File: src/rtl/cva5_fifo_multi_channel.sv
// Bank of independent show-ahead FIFOs. Each channel has private storage, occupancy,
// status and sticky overflow/underflow flags, plus a flush that beats push and pop.
module cva5_fifo_multi_channel #(
    parameter int unsigned DATA_WIDTH   = 32,
    parameter int unsigned DEPTH        = 4,
    parameter int unsigned NUM_CHANNELS = 2,
    parameter int unsigned AF_THRESHOLD = 3,
    localparam int unsigned CW = $clog2(DEPTH + 1),
    localparam int unsigned PW = (DEPTH > 1) ? $clog2(DEPTH) : 1
) (
    input  logic                             clk,
    input  logic                             rst,
    input  logic [NUM_CHANNELS-1:0]          push,
    input  logic [NUM_CHANNELS-1:0]          pop,
    input  logic [NUM_CHANNELS-1:0]          flush,
    input  logic                             err_clear,
    input  logic [NUM_CHANNELS*DATA_WIDTH-1:0] data_in,
    output logic [NUM_CHANNELS*DATA_WIDTH-1:0] data_out,
    output logic [NUM_CHANNELS-1:0]          valid,
    output logic [NUM_CHANNELS-1:0]          full,
    output logic [NUM_CHANNELS-1:0]          almost_full,
    output logic [NUM_CHANNELS*CW-1:0]       count,
    output logic [NUM_CHANNELS-1:0]          overflow,
    output logic [NUM_CHANNELS-1:0]          underflow
);

    // Wraps at DEPTH-1 so non-power-of-2 depths use every slot; DEPTH==1 pins at 0.
    function automatic logic [PW-1:0] ptr_inc(input logic [PW-1:0] p);
        if (DEPTH == 1) return '0;
        return (p == PW'(DEPTH - 1)) ? '0 : PW'(p + 1'b1);
    endfunction

    for (genvar c = 0; c < NUM_CHANNELS; c++) begin : g_ch
        logic [DATA_WIDTH-1:0] mem_q [DEPTH];
        logic [DATA_WIDTH-1:0] mem_d [DEPTH];
        logic [PW-1:0]         wr_ptr_q, wr_ptr_d;
        logic [PW-1:0]         rd_ptr_q, rd_ptr_d;
        logic [CW-1:0]         count_q, count_d;
        logic                  overflow_q, overflow_d;
        logic                  underflow_q, underflow_d;
        logic                  push_acc, pop_acc;
        logic                  push_drop, pop_drop;
        logic [DATA_WIDTH-1:0] wdata;

        assign wdata = data_in[c*DATA_WIDTH +: DATA_WIDTH];

        always_comb begin
            // Acceptance is judged on the registered count only.
            pop_acc   = pop[c] && !flush[c] && (count_q != '0);
            push_acc  = push[c] && !flush[c] && ((count_q != CW'(DEPTH)) || pop_acc);
            pop_drop  = pop[c] && !flush[c] && (count_q == '0);
            push_drop = push[c] && !flush[c] && !push_acc;

            mem_d = mem_q;
            if (push_acc) begin
                mem_d[wr_ptr_q] = wdata;
            end

            wr_ptr_d = wr_ptr_q;
            rd_ptr_d = rd_ptr_q;
            count_d  = count_q;
            if (flush[c]) begin
                wr_ptr_d = '0;
                rd_ptr_d = '0;
                count_d  = '0;
            end else begin
                if (push_acc) wr_ptr_d = ptr_inc(wr_ptr_q);
                if (pop_acc)  rd_ptr_d = ptr_inc(rd_ptr_q);
                count_d = count_q + CW'(push_acc) - CW'(pop_acc);
            end

            // A fresh error in the same cycle as err_clear keeps the flag set.
            overflow_d  = (overflow_q && !err_clear) || push_drop;
            underflow_d = (underflow_q && !err_clear) || pop_drop;
        end

        always_ff @(posedge clk) begin
            if (!rst) begin
                wr_ptr_q    <= '0;
                rd_ptr_q    <= '0;
                count_q     <= '0;
                overflow_q  <= 1'b0;
                underflow_q <= 1'b0;
            end else begin
                wr_ptr_q    <= wr_ptr_d;
                rd_ptr_q    <= rd_ptr_d;
                count_q     <= count_d;
                overflow_q  <= overflow_d;
                underflow_q <= underflow_d;
            end
        end

        always_ff @(posedge clk) begin
            for (int i = 0; i < DEPTH; i++) begin
                mem_q[i] <= mem_d[i];
            end
        end

        assign data_out[c*DATA_WIDTH +: DATA_WIDTH] = mem_q[rd_ptr_q];
        assign count[c*CW +: CW] = count_q;
        assign valid[c]          = (count_q != '0);
        assign full[c]           = (count_q == CW'(DEPTH));
        assign almost_full[c]    = (count_q >= CW'(AF_THRESHOLD));
        assign overflow[c]       = overflow_q;
        assign underflow[c]      = underflow_q;

        a_push_drop: assert property (@(posedge clk) disable iff (!rst) !push_drop)
            else $warning("fifo channel %0d: push dropped while full", c);
        a_pop_drop: assert property (@(posedge clk) disable iff (!rst) !pop_drop)
            else $warning("fifo channel %0d: pop dropped while empty", c);
        a_count_range: assert property (@(posedge clk) disable iff (!rst)
            count_q <= CW'(DEPTH))
            else $error("fifo channel %0d: count out of range", c);
    end

endmodule
File: config.mk
export PLATFORM = sky130hd
export DESIGN_NAME = cva5_fifo_multi_channel
export DESIGN_NICKNAME = d
export VERILOG_FILES = /design/src/rtl/cva5_fifo_multi_channel.sv
export SDC_FILE = /design/constraint.sdc
export NUM_CORES = 1
export LEC_CHECK = 0
export BUFFER_PORTS_ARGS = -buffer_cell sky130_fd_sc_hd__buf_2
export CORE_AREA = 10 10 136 200
export DETAILED_ROUTE_END_ITERATION = 7
export DIE_AREA = 0 0 146 210
export HOLD_SLACK_MARGIN = 0.02
export REMOVE_ABC_BUFFERS = 1
export SLEW_MARGIN = 20
export SYNTH_ARGS = -nofsm -noshare
export SYNTH_HDL_FRONTEND = slang
export SYNTH_SLANG_ARGS = --single-unit
File: constraint.sdc
create_clock -name clk -period 6.49 [get_ports clk]
set_clock_uncertainty 0.1 [all_clocks]
set_input_delay 0.3245 -clock clk [delete_from_list [all_inputs] [get_ports clk]]
set_output_delay 0.3245 -clock clk [all_outputs]
set_load 0.02 [all_outputs]
# Word-level counts from Yosys, hierarchy flattened
# Index checks and enable logic that the tools add are counted.
[totals]
reg_bits = 274
input_bits = 73
output_inout_bits = 80
wordCells = 98
[classes]
n_addsub = 8
magnitude_cmp = 8
n_eq_ne = 8
muxes = 16
bitwise_logic = 5
n_reduce_logical = 35
[ops]
columns = ["op", "count"]
rows = [
  ["128-bit bitwise mux", 2],
  ["32-bit 2-to-1 mux", 6],
  ["32-bit binary-select mux with 2-bit select", 2],
  ["32-bit demux with 2-bit select", 2],
  ["1-bit logical AND", 18],
  ["3-bit >= comparator (second input constant)", 4],
  ["2-bit inverter with 3-bit output", 4],
  ["2-bit by 1-bit adder with 2-bit output (second input constant)", 4],
  ["2-bit == test (second input constant)", 4],
  ["2-bit 2-to-1 mux", 4],
  ["3-bit by 1-bit adder with 3-bit output", 2],
  ["3-bit == test (second input constant)", 2],
  ["3-bit by 2-bit >= comparator with 1-bit output (second input constant)", 2],
  ["3-bit zero test", 2],
  ["1-bit logical OR", 6],
  ["3-bit by 1-bit less-than comparator with 1-bit output (second input constant)", 2],
  ["3-bit inequality test (second input constant)", 2],
  ["3-bit nonzero test", 2],
  ["3-bit by 1-bit subtractor with 3-bit output", 2],
  ["1-bit zero test", 5],
  ["2-bit OR reduction", 2],
  ["1-bit inverter", 1],
]

# Logic depth before layout (Yosys ltp)
[logic_depth]
ltp_word = 8
depth_mapped = 10
mapped_depth_nobuf = 10

# Worst setup path after synthesis
# Ideal clock, no wire load.
[synth_path]
path_type = "reg2reg"
startpoint = "reg g_ch[1].count_q[1]"
endpoint = "reg g_ch[1].count_q[2]"
setup_time_ns = 0.118
arrival_time_ns = 1.951
required_time_ns = 6.272
setup_slack_ns = 4.321
stages_incl_launch_ff = 11
n_path_buf = 0
synth_period_minus_slack_ns = 2.169
path_cell_list = "dfxtp_1 nor4b_1 nor2_1 inv_1 ha_1 inv_1 ha_1 inv_1 fa_1 xor2_1 nor2_1"
[synth_via]
elab_chain_len = 6
[synth_rtl]
columns = ["element", "line_no", "rtl"]
rows = [
  ["start, declared", "38", "logic [CW-1:0] count_q, count_d;"],
  ["start signal, assigned", "87", "count_q <= count_d;"],
  ["3-bit nonzero test", "49", "pop_acc = pop[c] && !flush[c] && (count_q != '0);"],
  ["1-bit logical AND", "49", ""],
  ["1-bit logical OR", "50", "push_acc = push[c] && !flush[c] && ((count_q != CW'(DEPTH)) || pop_acc);"],
  ["1-bit logical AND", "50", ""],
  ["3-bit by 1-bit adder with 3-bit output", "69", "count_d = count_q + CW'(push_acc) - CW'(pop_acc);"],
  ["3-bit by 1-bit subtractor with 3-bit output (*)", "69", ""],
]
# Every way passes the cells marked *; elsewhere a longest branch is shown, timed or not.
# A chain may end at the register's enable or synchronous reset.

# Worst setup path after layout
[layout_path]
startpoint = "reg g_ch[1].rd_ptr_q[0]"
endpoint = "out data_out[48]"
[layout_via]
elab_chain_len = 4
[layout_rtl]
columns = ["element", "line_no", "rtl"]
rows = [
  ["start, declared", "37", "logic [PW-1:0] rd_ptr_q, rd_ptr_d;"],
  ["start signal, assigned", "86", "rd_ptr_q <= rd_ptr_d;"],
  ["2-bit inverter with 3-bit output (implied by the code)", "99", "assign data_out[c*DATA_WIDTH +: DATA_WIDTH] = mem_q[rd_ptr_q];"],
  ["32-bit binary-select mux with 2-bit select", "99", ""],
  ["32-bit 2-to-1 mux (implied by the code) (2 in a row)", "99", ""],
  ["end, declared", "18", "output logic [NUM_CHANNELS*DATA_WIDTH-1:0] data_out,"],
]
# No other way between the ends. The select of a mux whose other input is x is not followed.

==> out/metrics.csv <==
metric;value;unit
status;finished, final reports clean;
CTS resizes;0;
top post-synthesis cells by area;edfxtp_1 (74%), mux4_2 (14%), dfxtp_1 (3.5%);
Critical Path Fanout Max;35;
reg2reg start;g_ch[1].count_q[1]$_SDFF_PP0_;
HP Class;in2reg;
placed instance area;11500;sq um
Core ar.;23600;sq um
DRT antenna net count;0;
Yosys top cell by area;edfxtp_1;
TritonCTS buffer count;25;
# DRC;0;
final setup vio count;0;
routed vias;5201;
NetSw;0.000718;W
die width;146;microns
kind of critical path;reg2out;
height of the chip;210;microns
hold path cells;3;
share of the synthesized area in the top cell type;73.8;%
CP max-delay cell;mux4_2;
CP required;6.07;ns
Cells after Synth;466;
routability cong.;0.768;
crit end category;output port;
RSZ-0062 raised after global routing;no;
first-pass GRT wire length;32800;microns
Comb pwr share;5.3;%
DR pass1 iterations;4;
clock network fraction of total power;39.9;%
reg2reg path depth;10;
per-cell routed wire length;19.7;microns
Crit path depth;3;
vias in the first global route;5845;
# rows;69;
Starting Density;44.2;%
Max-Slew Margin vs Limit;37.2;%
clock sink total;274;
Sw Share;20.0;%
CTS root buf;clkbuf_16;
final hold violation count;0;
Clk pin slew, worst setup/hold paths;0.06;ns
Seq/Total Area, Yosys;77.2;%
GRT Total Usage;13.2;%
P per Cell Area;278;nW/um^2
max-cap viol count;0;
Startpoint Class;flip-flop;
via density per instance;5.04;
Remaining Overflow, GRT;0;
register area;8050;sq um
CTS tree;done;
Synthesis Warnings;0;
Max Clk Rate;382;MHz
Synth Cell Area;10400;sq um
Longest Clk Path Bufs;3;
I/O Pins;153;
DRT Wirelength;20300;microns
final-layout fill cell count;1817;
largest net degree at the start of global routing;36;
Avg Cell Area, Syn;22.4;sq um
Worst Tran Pin Value;0.942;ns
Max stage delay on crit path;0.61;ns
initial antenna violation count;0;
max-slew violations;0;
crit-path cells;buf_4, mux4_2, buf_2;
clk_lat worst skew;0.51;ns
final worst setup slack;3.87;ns
fin area;12900;sq um
distinct cell type count after synthesis;31;
Multi-input gate area;2170;sq um
dpl ws;4.22;ns
total die area;30700;sq um
WP buf/inv;2;
maximum VDD drop;0.268;mV
Hold Path Sink;g_ch[0].overflow_q$_SDFF_PN0_;
Final Critical Period;2.62;ns
DR iter-0 viols;237;
r2r setup slk;4.22;ns
WP data arrival;2.19;ns
share of layout cells above drive strength 1;38.0;%
Port Buf Inserts;152;
diode count;0;
Cell Int Power;0.00287;W
Lkg Pwr;4.46;nW
Hold Path Origin;pop[0];
Layout area overhead;24.0;%
nets@finish;785;
Top Family by Delay on Critical Path;buffers and inverters;
Tcrit/Tclk final;40.3;%
Post-DP HPWL;12700;microns
H-tree levels;1;
synthesized flop and latch total;274;
Setup TNS;0;ns
Flop pwr share;54.8;%
Reg-to-Reg End;g_ch[1].count_q[2]$_SDFF_PP0_;
[synth_stat cells]
master    instances
a21boi_0          2
a21oi_1           4
and2_1            4
and3_1            8
buf_2             6
buf_4             4
buf_6             8
clkbuf_1          2
dfxtp_1          18
edfxtp_1        256
fa_1              2
ha_1             16
inv_1            16
mux2i_1           2
mux4_2           64
nand2_1           6
nand2b_1          6
nand2b_4          2
nand3b_1          2
nand4_1           2
nor2_1            8
nor2b_1           4
nor3_1            2
nor3b_1           2
nor4b_1           2
o21ai_0           6
o22ai_1           2
o31ai_1           2
or4_1             4
or4b_4            2
xor2_1            2
[metal layers]
metal / up-vias / share of wire [%] / wire (microns) / global-route usage (%)
met5: - / 0 / 0 / 0
met4: 0 / 1.4 / 289 / 2.87
met3: 26 / 7.2 / 1450 / 4.33
met2: 150 / 53 / 10700 / 24.3
met1: 2659 / 39 / 7890 / 14.5
li1: 2366 / - / - / -
[flip-flops by register name (all words and copies together) (netlist names)]
signal            cells
g_ch.rd_ptr_q         4
g_ch.count_q          6
g_ch.underflow_q      2
g_ch.wr_ptr_q         4
g_ch.mem_q          256
g_ch.overflow_q       2
[per-stage QoR]
step	total power, W	cells	hold slack [ns]	util (%)
CTS	0.00363	1032	0.0372	54.8
finish	0.00359	1032	0.0633	54.8
floorplan	0.00208	446	0.323	-
detailed placement	0.00217	920	0.381	48.6
global placement	0.00216	920	0.363	48.6
global route	0.00372	1032	0.0609	54.8
[area by class of cell]
type                    count  area share [%]
flip-flops and latches    274            62.3
multi-input cells         156            16.8
repair buffers            221            11.2
clock buffers              27            4.90
well taps                 319            3.09
clock inverters            19            1.32
inverters                  16           0.465
[cells in the final DEF, fill, tap and decap left out, types with 3 or more instances in the layout]
cell	netlist	final
edfxtp_1	256	256
buf_2	6	152
dlygate4sd3_1	0	66
mux4_2	64	64
clkbuf_16	0	25
inv_1	16	16
ha_1	16	16
dfxtp_1	18	15
nor2_1	8	8
and3_2	0	8
clkinv_1	0	7
nand2b_1	6	6
o21ai_0	6	6
nand2_1	6	6
clkinv_2	0	6
nor2b_1	4	4
or4_1	4	4
a21oi_1	4	4
and2_1	4	4
bufinv_16	0	3
dfxtp_2	0	3
buf_4	4	3
[power by group through the flow]
stage	logic [W]	registers (W)	clock network [W]
after floorplan	0.0000774	0.00201	0
after global routing	0.000208	0.00197	0.00154
after CTS	0.000194	0.00197	0.00147
final	0.000190	0.00197	0.00143
after detailed placement	0.000161	0.00200	0
after global placement	0.000156	0.00200	0
[logic make-up (layout without fill, tap and decap cells)]
logic type	after synthesis	after routing	synth area share, %
and+or+nand+nor	54	54	3.31
xor gates and xnor gates	2	2	0.168
buffers and inverters	36	283	2.09
muxes	66	66	14.0
AOI/OAI and AO/OA	16	16	0.888
adders and majority gates	18	18	2.30
DFF	274	274	77.2
[worst reg2reg max path: cells and delay by family, from the launching register on]
| kind | cells | cell delay (ns) |
|---|---|---|
| xor+xnor | 1 | 0.13 |
| simple gates | 3 | 0.63 |
| flops | 1 | 0.39 |
| fa+ha+maj | 3 | 0.72 |
| buf+inv | 3 | 0.18 |
[worst max path at each step]
stage / end / slack, ns / start
6_report: data_out[48] / 3.87 / g_ch[1].rd_ptr_q[0]$_SDFFE_PP0P_
5_1_grt: data_out[48] / 3.72 / g_ch[1].rd_ptr_q[0]$_SDFFE_PP0P_
4_1_cts: data_out[18] / 3.78 / g_ch[0].rd_ptr_q[0]$_SDFFE_PP0P_
3_5_place_dp: g_ch[0].count_q[2]$_SDFF_PP0_ / 4.22 / pop[0]
3_3_place_gp: g_ch[0].count_q[2]$_SDFF_PP0_ / 4.27 / pop[0]
2_1_floorplan: data_out[0] / 3.85 / g_ch[0].rd_ptr_q[0]$_SDFFE_PP0P_
[timing repair]
action,in CTS,in global routing
endpoints found under the hold margin,260,0
buffers inserted,0,0
hold buffers,66,0
No activity file was read; power rests on OpenSTA's default activity.
